==> config.mk <==
export PLATFORM = sky130hd
export DESIGN_NAME = gate_seq_ctrl
export DESIGN_NICKNAME = d
export VERILOG_FILES = /design/src/rtl/gate_seq_pkg.sv /design/src/rtl/gate_seq_ctrl_btn_debounce.sv /design/src/rtl/gate_seq_ctrl.sv
export SDC_FILE = /design/constraint.sdc
export NUM_CORES = 1
export LEC_CHECK = 0
export BUFFER_PORTS_ARGS = -buffer_cell sky130_fd_sc_hd__buf_2
export CORE_MARGIN = 5
export CORE_UTILIZATION = 45
export CTS_CLUSTER_DIAMETER = 200
export DETAILED_ROUTE_END_ITERATION = 6
export PLACE_DENSITY_LB_ADDON = 0.05
export SETUP_SLACK_MARGIN = 0.3
export SKIP_CTS_REPAIR_TIMING = 1
export SLEW_MARGIN = 25
export SYNTH_ARGS = -nofsm -noshare
export SYNTH_HDL_FRONTEND = slang
export SYNTH_SLANG_ARGS = --single-unit
==> constraint.sdc <==
create_clock -name clk -period 2.3 [get_ports clk]
set_input_delay 0.575 -clock clk [delete_from_list [all_inputs] [get_ports clk]]
set_output_delay 0.575 -clock clk [all_outputs]
set_load 0.02 [all_outputs]
==> src/rtl/gate_seq_pkg.sv <==
// rtl/gate_seq_pkg.sv - shared types, LED bit map and gate evaluator for gate_seq_ctrl
// Purpose: gate and FSM state enums, LED bit positions, gate-evaluate function.
// Ports: none (package).
package gate_seq_pkg;

  typedef enum logic [2:0] {
    GATE_AND  = 3'd0,
    GATE_OR   = 3'd1,
    GATE_NAND = 3'd2,
    GATE_NOR  = 3'd3,
    GATE_XOR  = 3'd4,
    GATE_XNOR = 3'd5
  } gate_e;

  typedef enum logic [1:0] {
    MANUAL = 2'd0,
    HOLD   = 2'd1,
    AUTO   = 2'd2
  } state_e;

  // Last gate index before wrapping back to AND.
  localparam logic [2:0] GATE_LAST = 3'd5;

  // LED bank bit positions (bank is active-low).
  localparam int LED_RES     = 0;
  localparam int LED_OPS_LO  = 1;
  localparam int LED_OPS_HI  = 2;
  localparam int LED_GATE_LO = 3;
  localparam int LED_GATE_HI = 5;

  function automatic logic gate_eval(input logic [2:0] g, input logic a, input logic b);
    logic r;
    case (g)
      GATE_AND:  r = a & b;
      GATE_OR:   r = a | b;
      GATE_NAND: r = ~(a & b);
      GATE_NOR:  r = ~(a | b);
      GATE_XOR:  r = a ^ b;
      GATE_XNOR: r = ~(a ^ b);
      default:   r = 1'b0;
    endcase
    return r;
  endfunction

endpackage

==> src/rtl/gate_seq_ctrl_btn_debounce.sv <==
// rtl/gate_seq_ctrl_btn_debounce.sv - synchronizer, debouncer and press pulse for one active-low button
// Purpose: 2-flop synchronizer, stable-level debounce counter, 1-cycle press pulse on stable 1->0.
// Ports:
//   clk_i     system clock
//   rst_i     synchronous active-high reset
//   btn_n_i   raw active-low button, asynchronous to clk_i
//   stable_o  debounced level (1 = released)
//   press_o   1-cycle pulse when the debounced level goes 1->0
module btn_debounce #(
  parameter int DB_CYCLES = 540000
) (
  input  logic clk_i,
  input  logic rst_i,
  input  logic btn_n_i,
  output logic stable_o,
  output logic press_o
);

  localparam int              CW       = $clog2(DB_CYCLES + 1);
  localparam logic [CW-1:0]   CNT_LAST = CW'(DB_CYCLES - 1);

  logic          sync1_q, sync2_q;
  logic          stable_q, stable_d;
  logic          press_q, press_d;
  logic [CW-1:0] cnt_q, cnt_d;

  // The count tracks consecutive samples that disagree with the stable level;
  // the DB_CYCLES-th such sample flips the level, so the count never exceeds CNT_LAST.
  always_comb begin
    stable_d = stable_q;
    cnt_d    = cnt_q;
    press_d  = 1'b0;
    if (sync2_q == stable_q) begin
      cnt_d = '0;
    end else if (cnt_q == CNT_LAST) begin
      stable_d = sync2_q;
      cnt_d    = '0;
      press_d  = ~sync2_q;
    end else begin
      cnt_d = cnt_q + CW'(1);
    end
  end

  always_ff @(posedge clk_i) begin
    if (rst_i) begin
      sync1_q  <= 1'b1;
      sync2_q  <= 1'b1;
      stable_q <= 1'b1;
      cnt_q    <= '0;
      press_q  <= 1'b0;
    end else begin
      sync1_q  <= btn_n_i;
      sync2_q  <= sync1_q;
      stable_q <= stable_d;
      cnt_q    <= cnt_d;
      press_q  <= press_d;
    end
  end

  assign stable_o = stable_q;
  assign press_o  = press_q;

endmodule

==> src/rtl/gate_seq_ctrl.sv <==
// rtl/gate_seq_ctrl.sv - front-panel controller for the two-input logic-gate demonstrator
// Purpose: debounces two buttons, selects gate (btn1), steps operands manually or
//          automatically (btn2 short press / long hold), drives the active-low LED bank.
// Ports:
//   clk   system clock
//   rst   synchronous active-high reset
//   btn1  raw active-low button: next gate
//   btn2  raw active-low button: step operands / long hold enters AUTO / press leaves AUTO
//   led   registered active-low LEDs: [0]=~r, [2:1]=~{a,b}, [5:3]=~g
module gate_seq_ctrl
  import gate_seq_pkg::*;
#(
  parameter int DB_CYCLES   = 540000,
  parameter int LONG_CYCLES = 27000000,
  parameter int STEP_CYCLES = 13500000
) (
  input  logic       clk,
  input  logic       rst,
  input  logic       btn1,
  input  logic       btn2,
  output logic [5:0] led
);

  localparam int            HW        = $clog2(LONG_CYCLES + 1);
  localparam int            SW        = $clog2(STEP_CYCLES + 1);
  localparam logic [HW-1:0] HOLD_LAST = HW'(LONG_CYCLES - 1);
  localparam logic [HW-1:0] HOLD_DONE = HW'(LONG_CYCLES);
  localparam logic [SW-1:0] STEP_LAST = SW'(STEP_CYCLES - 1);

  logic btn1_press, btn1_stable_unused;
  logic btn2_press, btn2_stable;

  btn_debounce #(.DB_CYCLES(DB_CYCLES)) u_db_btn1 (
    .clk_i    (clk),
    .rst_i    (rst),
    .btn_n_i  (btn1),
    .stable_o (btn1_stable_unused),
    .press_o  (btn1_press)
  );

  btn_debounce #(.DB_CYCLES(DB_CYCLES)) u_db_btn2 (
    .clk_i    (clk),
    .rst_i    (rst),
    .btn_n_i  (btn2),
    .stable_o (btn2_stable),
    .press_o  (btn2_press)
  );

  state_e        state_q;
  logic [2:0]    g_q;
  logic [1:0]    ops_q;   // {a,b}
  logic [HW-1:0] hold_q;
  logic [SW-1:0] step_q;
  logic [5:0]    led_q;
  logic          res;

  assign res = gate_eval(g_q, ops_q[1], ops_q[0]);

  always_ff @(posedge clk) begin
    if (rst) begin
      state_q <= MANUAL;
      g_q     <= 3'd0;
      ops_q   <= 2'd0;
      hold_q  <= '0;
      step_q  <= '0;
      led_q   <= '1;
    end else begin
      // Gate select is independent of the operand FSM.
      if (btn1_press) begin
        g_q <= (g_q == GATE_LAST) ? 3'd0 : g_q + 3'd1;
      end

      // LEDs show the registered state, so they trail any update by one edge.
      led_q[LED_RES]                 <= ~res;
      led_q[LED_OPS_HI:LED_OPS_LO]   <= ~ops_q;
      led_q[LED_GATE_HI:LED_GATE_LO] <= ~g_q;

      case (state_q)
        MANUAL: begin
          if (btn2_press) begin
            ops_q   <= ops_q + 2'd1;
            hold_q  <= '0;
            state_q <= HOLD;
          end
        end
        HOLD: begin
          if (btn2_stable) begin
            state_q <= MANUAL;
          end else if (hold_q == HOLD_LAST) begin
            // Counter lands on LONG_CYCLES and stays there; no wrap.
            hold_q  <= HOLD_DONE;
            step_q  <= '0;
            state_q <= AUTO;
          end else begin
            hold_q <= hold_q + HW'(1);
          end
        end
        AUTO: begin
          // A press takes priority over a coincident step tick.
          if (btn2_press) begin
            step_q  <= '0;
            state_q <= MANUAL;
          end else if (step_q == STEP_LAST) begin
            ops_q  <= ops_q + 2'd1;
            step_q <= '0;
          end else begin
            step_q <= step_q + SW'(1);
          end
        end
        default: state_q <= MANUAL;
      endcase
    end
  end

  assign led = led_q;

endmodule

# After elaboration in Yosys (flattened, before gate mapping)
# Cells that the tools add are included.
# op_classes
n_reduce_logical	15
addsub	6
muxes	20
eq_ne	20
bitwise	15
# ops
operator	count
two-way mux 24 bit	4
two-way mux 25 bit	3
case mux 25 bit (2 select lines)	1
case mux 24 bit (2 select lines)	1
adder 20 x 1 -> 20 bit (second input constant)	2
== test 20 bit (second input constant)	2
adder 25 x 1 -> 25 bit (second input constant)	1
== test 25 bit (second input constant)	1
adder 24 x 1 -> 24 bit (second input constant)	1
== test 24 bit (second input constant)	1
two-way mux 2 bit	7
OR reduction 3 bit	4
NOT 1 bit	10
AND reduction 3 bit	3
!= test 2 bit (second input constant)	4
== test 3 x 2 -> 1 bit (second input constant)	2
== test 3 bit (second input constant)	2
case mux 1 bit (6 select lines)	1
case mux 2 bit (3 select lines)	1
nonzero test 2 bit	3
!= test 2 x 1 -> 1 bit (second input constant)	2
case mux 2 bit (2 select lines)	1
AND reduction 2 bit	2
AND reduction 4 bit	1
other kinds (15)	16
# totals
elab_cells	92
regBits	110

# Longest topological paths before layout
# logic_depth
word_depth	4
depth_mapped	9

# Cells and area by module
# Synthesis repeated with hierarchy kept, for this count alone.
# hier_totals
cells_unflattened	638
area_unflattened_um2	5381.4
# by_module_without_submodules
mod	area_each_um2	seq_area_each_um2	n_inst	cells_per_inst
gate_seq_ctrl	3271.9	1241.2	1	410
btn_debounce	1054.8	480.5	2	114

# Least setup slack after synthesis
# Ideal clock, no wire load.
# synth_timing
kind	register to register
startpoint	register hold_q[9]
endpoint	register hold_q[0]
setup_slack_ns	0.158
arrival_time_ns	2.027
path_stages_with_launch	7
n_path_buf	1
required_ns	2.185
cell_sequence	dfxtp_1 > or4b_1 > or4_1 > o31ai_1 > a21o_1 > buf_4 > nor2_1
# synth_via
elab_chain_len	4
# synth_rtl
element	line	text
start: declaration	gate_seq_ctrl.sv:52	logic [HW-1:0] hold_q;
start signal: assignment	gate_seq_ctrl.sv:95	hold_q <= hold_q + HW'(1);
== test 25 bit	gate_seq_ctrl.sv:89	end else if (hold_q == HOLD_LAST) begin
two-way mux 25 bit	gate_seq_ctrl.sv:89	
two-way mux 25 bit	gate_seq_ctrl.sv:87	if (btn2_stable) begin
case mux 25 bit (2 select lines)	gate_seq_ctrl.sv:78	case (state_q)
# Every way passes these cells. The select of a mux whose other input is x is not followed.
# A chain may end at the register's enable or synchronous reset.

# Worst setup path after layout
# layout_timing
startpoint	register hold_q[21]
endpoint	register step_q[18]
# layout_via
elab_chain_len	3
# layout_rtl
element	line	text
== test 25 bit	gate_seq_ctrl.sv:89	
!= test 2 bit (no line)	--	
AND reduction 3 bit (no line)	--	
end signal: assignment	gate_seq_ctrl.sv:107	step_q <= step_q + SW'(1);
end: declaration	gate_seq_ctrl.sv:53	logic [SW-1:0] step_q;
# Every way passes these cells.

==> impl_metrics.ini <==
[critical_path]
reg2reg_slack_ns = 0.20
arrival_ns = 2.33
required_ns = 2.53
crit_path_end_kind = register
r2r_cells = 8
worstSetupPathType = reg2reg
reg2reg_to = step_q[18]
path_max_fanout = 7
startpoint_type = register
r2r-start = hold_q[21]

[clock_network]
cts_tree = built
cts-buffers-inserted = 9
cts.sinks = 110
htreeDepth = 3
insertion_delay_ns = 0.35
root_buffer = clkbuf_16
cts_max_path_buffers = 2
worst_setup_hold_path_clk_slew_ns = 0.07

[power_and_ir_drop]
switching_share_pct = 20.2
share_comb_of_total_power_pct = 1.6
p_sw_mw = 0.755
power_frac_seq_pct = 51.1
cellPowerDensity_nw_per_um2 = 603
leakage_nw = 2.00
power_frac_clock_pct = 47.2
intPower_mw = 2.98
ir_drop_uv = 515
p_total_mw = 3.74

[routing]
avgViaCountPerCell = 5.68
wl_um = 11700
ant_nets = 0
route.detailed.drc = 0
wire_per_inst_um = 14.8
vias = 4495
drt_iter0_drc = 263
first_pass_iters = 4

[final_layout]
design_area_um2 = 6190
n_antenna_cell = 0
synthToLayoutAreaGrowth_pct = 20.1
fin_nets = 655
final_cells = 792
fillers = 1053
final_common_cell = dfxtp_1
layout_common_cells = dfxtp_1 (104), nor2_1 (77), nand2_1 (47)
final_core_util_pct = 54.7
layout-drive-gt1-share_pct = 18.8

[global_routing]
grt_pass1_vias = 4082
grt_usage_pct = 17.4
grt_use_met2_pct = 28.9
antenna_found_initial = 0
grt_pass1_wl_um = 19200
grt_use_met3_pct = 4.83
grt_max_degree = 30
gr-total-overflow = 0
gr-usage-met1_pct = 22.4
grt_busiest_layer = met2

[worst_hold_path]
hp-start = btn1
holdPathStages = 2
whs_endpoint = u_db_btn1.sync1_q
min_path_type = in2reg

[floorplan]
core.rowCount = 39
fp.coreArea_um2 = 11300
initial_core_util_pct = 45.6
die_x_um = 117
die-area_um2 = 13700
dieHeight_um = 117
ios = 10

[sta]
fmax_mhz = 477
clock_skew_ns = 0.00732
period_share_pct = 91.1
finalSetupViolations = 0
max_slew_margin_pct = 64.0
worstMarginPinSlew_ns = 0.540
hold_violations = 0
rsz0062_at_grt = true
final_max_slew_viol_count = 0
setup_ws_ns = 0.204
min_period_ns = 2.10

[placed_design]
post-place-cells = 763
hpwl_um = 7740
pre_cts_ws_ns = -0.00136
placed_cell_area_um2 = 5520
place_congestion = 0.837
io_buffers = 9

[synthesis]
syn-cell-area_um2 = 5160
synth_warnings = 0
syn_inst = 608
synth.net_count = 619
yosysSeqAreaShare_pct = 42.7
synth_flop_cell = dfxtp_1
ys_types = 57
synth.avg_cell_area_um2 = 8.49
async_flop_share_pct = 0
synth_seq_cells = 110
synth_edf_count = 0

[flow_run]
cap_violations = 0

[status]
status = completed
## worst max path at each step
stage	start	cells after the start	slack [ns]	to
2_1_floorplan	hold_q[21]	6	0.27	step_q[18]
3_3_place_gp	hold_q[21]	6	0.05	step_q[10]
3_5_place_dp	hold_q[21]	6	-0.001	step_q[9]
4_1_cts	hold_q[21]	6	-0.02	step_q[9]
5_1_grt	hold_q[22]	8	0.11	step_q[18]
6_report	hold_q[21]	8	0.20	step_q[18]
## logic make-up (layout without fill, tap and decap cells)
group | Yosys count | count (layout) | share of synthesized area [%]
compound gates | 90 | 93 | 10.9
flops | 110 | 110 | 42.7
buf+inv | 41 | 79 | 3.47
mux | 9 | 9 | 1.79
simple gates | 301 | 301 | 31.0
fa+ha+maj | 7 | 7 | 1.70
xor+xnor | 50 | 50 | 8.49
## flip-flops by register name, summed over array words and instances (netlist names), 2 cells and up
name and count:
hold_q 25, step_q 24, u_db_btn1.cnt_q 20, u_db_btn2.cnt_q 20, led 6, g_q 3
ops_q 2, state_q 2
## layout make-up
cell class	instances	area [um^2]	area share (%)
clock buffer	12	267	4.30
clock inverter	4	76.3	1.23
inverter	13	48.8	0.788
multi-input combinational	460	3020	48.7
sequential	110	2210	35.7
tap	143	179	2.89
timing repair buffer	50	399	6.44
## power groups by stage
| stage | sequential [mW] | combinational, mW | clock [mW] |
|---|---|---|---|
| floorplan | 1.95 | 0.0321 | 0 |
| detailed placement | 1.95 | 0.0450 | 0 |
| global route | 1.91 | 0.0665 | 1.89 |
| global placement | 1.95 | 0.0442 | 0 |
| finish | 1.91 | 0.0612 | 1.76 |
| CTS | 1.91 | 0.0453 | 1.82 |
## layer usage
layer	part of all wire, %	wire length, um	up-vias
li1	-	-	2261
met1	47	5490	2147
met2	49	5700	77
met3	3.6	425	10
met4	0.96	112	0
met5	0	0	-
## critical path, stage by stage, from the launching register on
cell and delay, ns:
dfxtp_2 0.34, or4b_4 0.54, nor4_4 0.28, a2bb2oi_4 0.18
buf_6 0.16, o21bai_4 0.19, buf_6 0.13, buf_6 0.12
a21oi_1 0.04
## Yosys cell counts (all sizes together), types with 4 or more instances
library cell  instances  area (um^2)
a21oi                33          165
a31oi                 6         37.5
a41oi                 4         35.0
and2                  4         25.0
and3                  7         43.8
and4                  5         43.8
buf                   9         58.8
clkbuf               19         71.3
dfxtp               110         2200
ha                    7         87.6
inv                  13         48.8
mux2i                 7         70.1
nand2                48          180
nand2b                9         56.3
nand3                37          185
nand4                27          169
nor2                 79          297
nor3                 16         85.1
nor4                 12         96.3
nor4b                 7         61.3
o21ai                18         90.1
o31ai                10         75.1
or2                   8         50.1
or3                  17          106
or4                  13         97.6
or4b                  4         40.0
xnor2                28          245
xor2                 22          193
## stage by stage
stage	TNS, ns	hold WS [ns]
2_1_floorplan	0	0.389
3_3_place_gp	0	0.398
3_5_place_dp	-0.00136	0.397
4_1_cts	-0.0903	0.388
5_1_grt	0	0.392
6_report	0	0.405
Power figures use the tool's default switching activity.
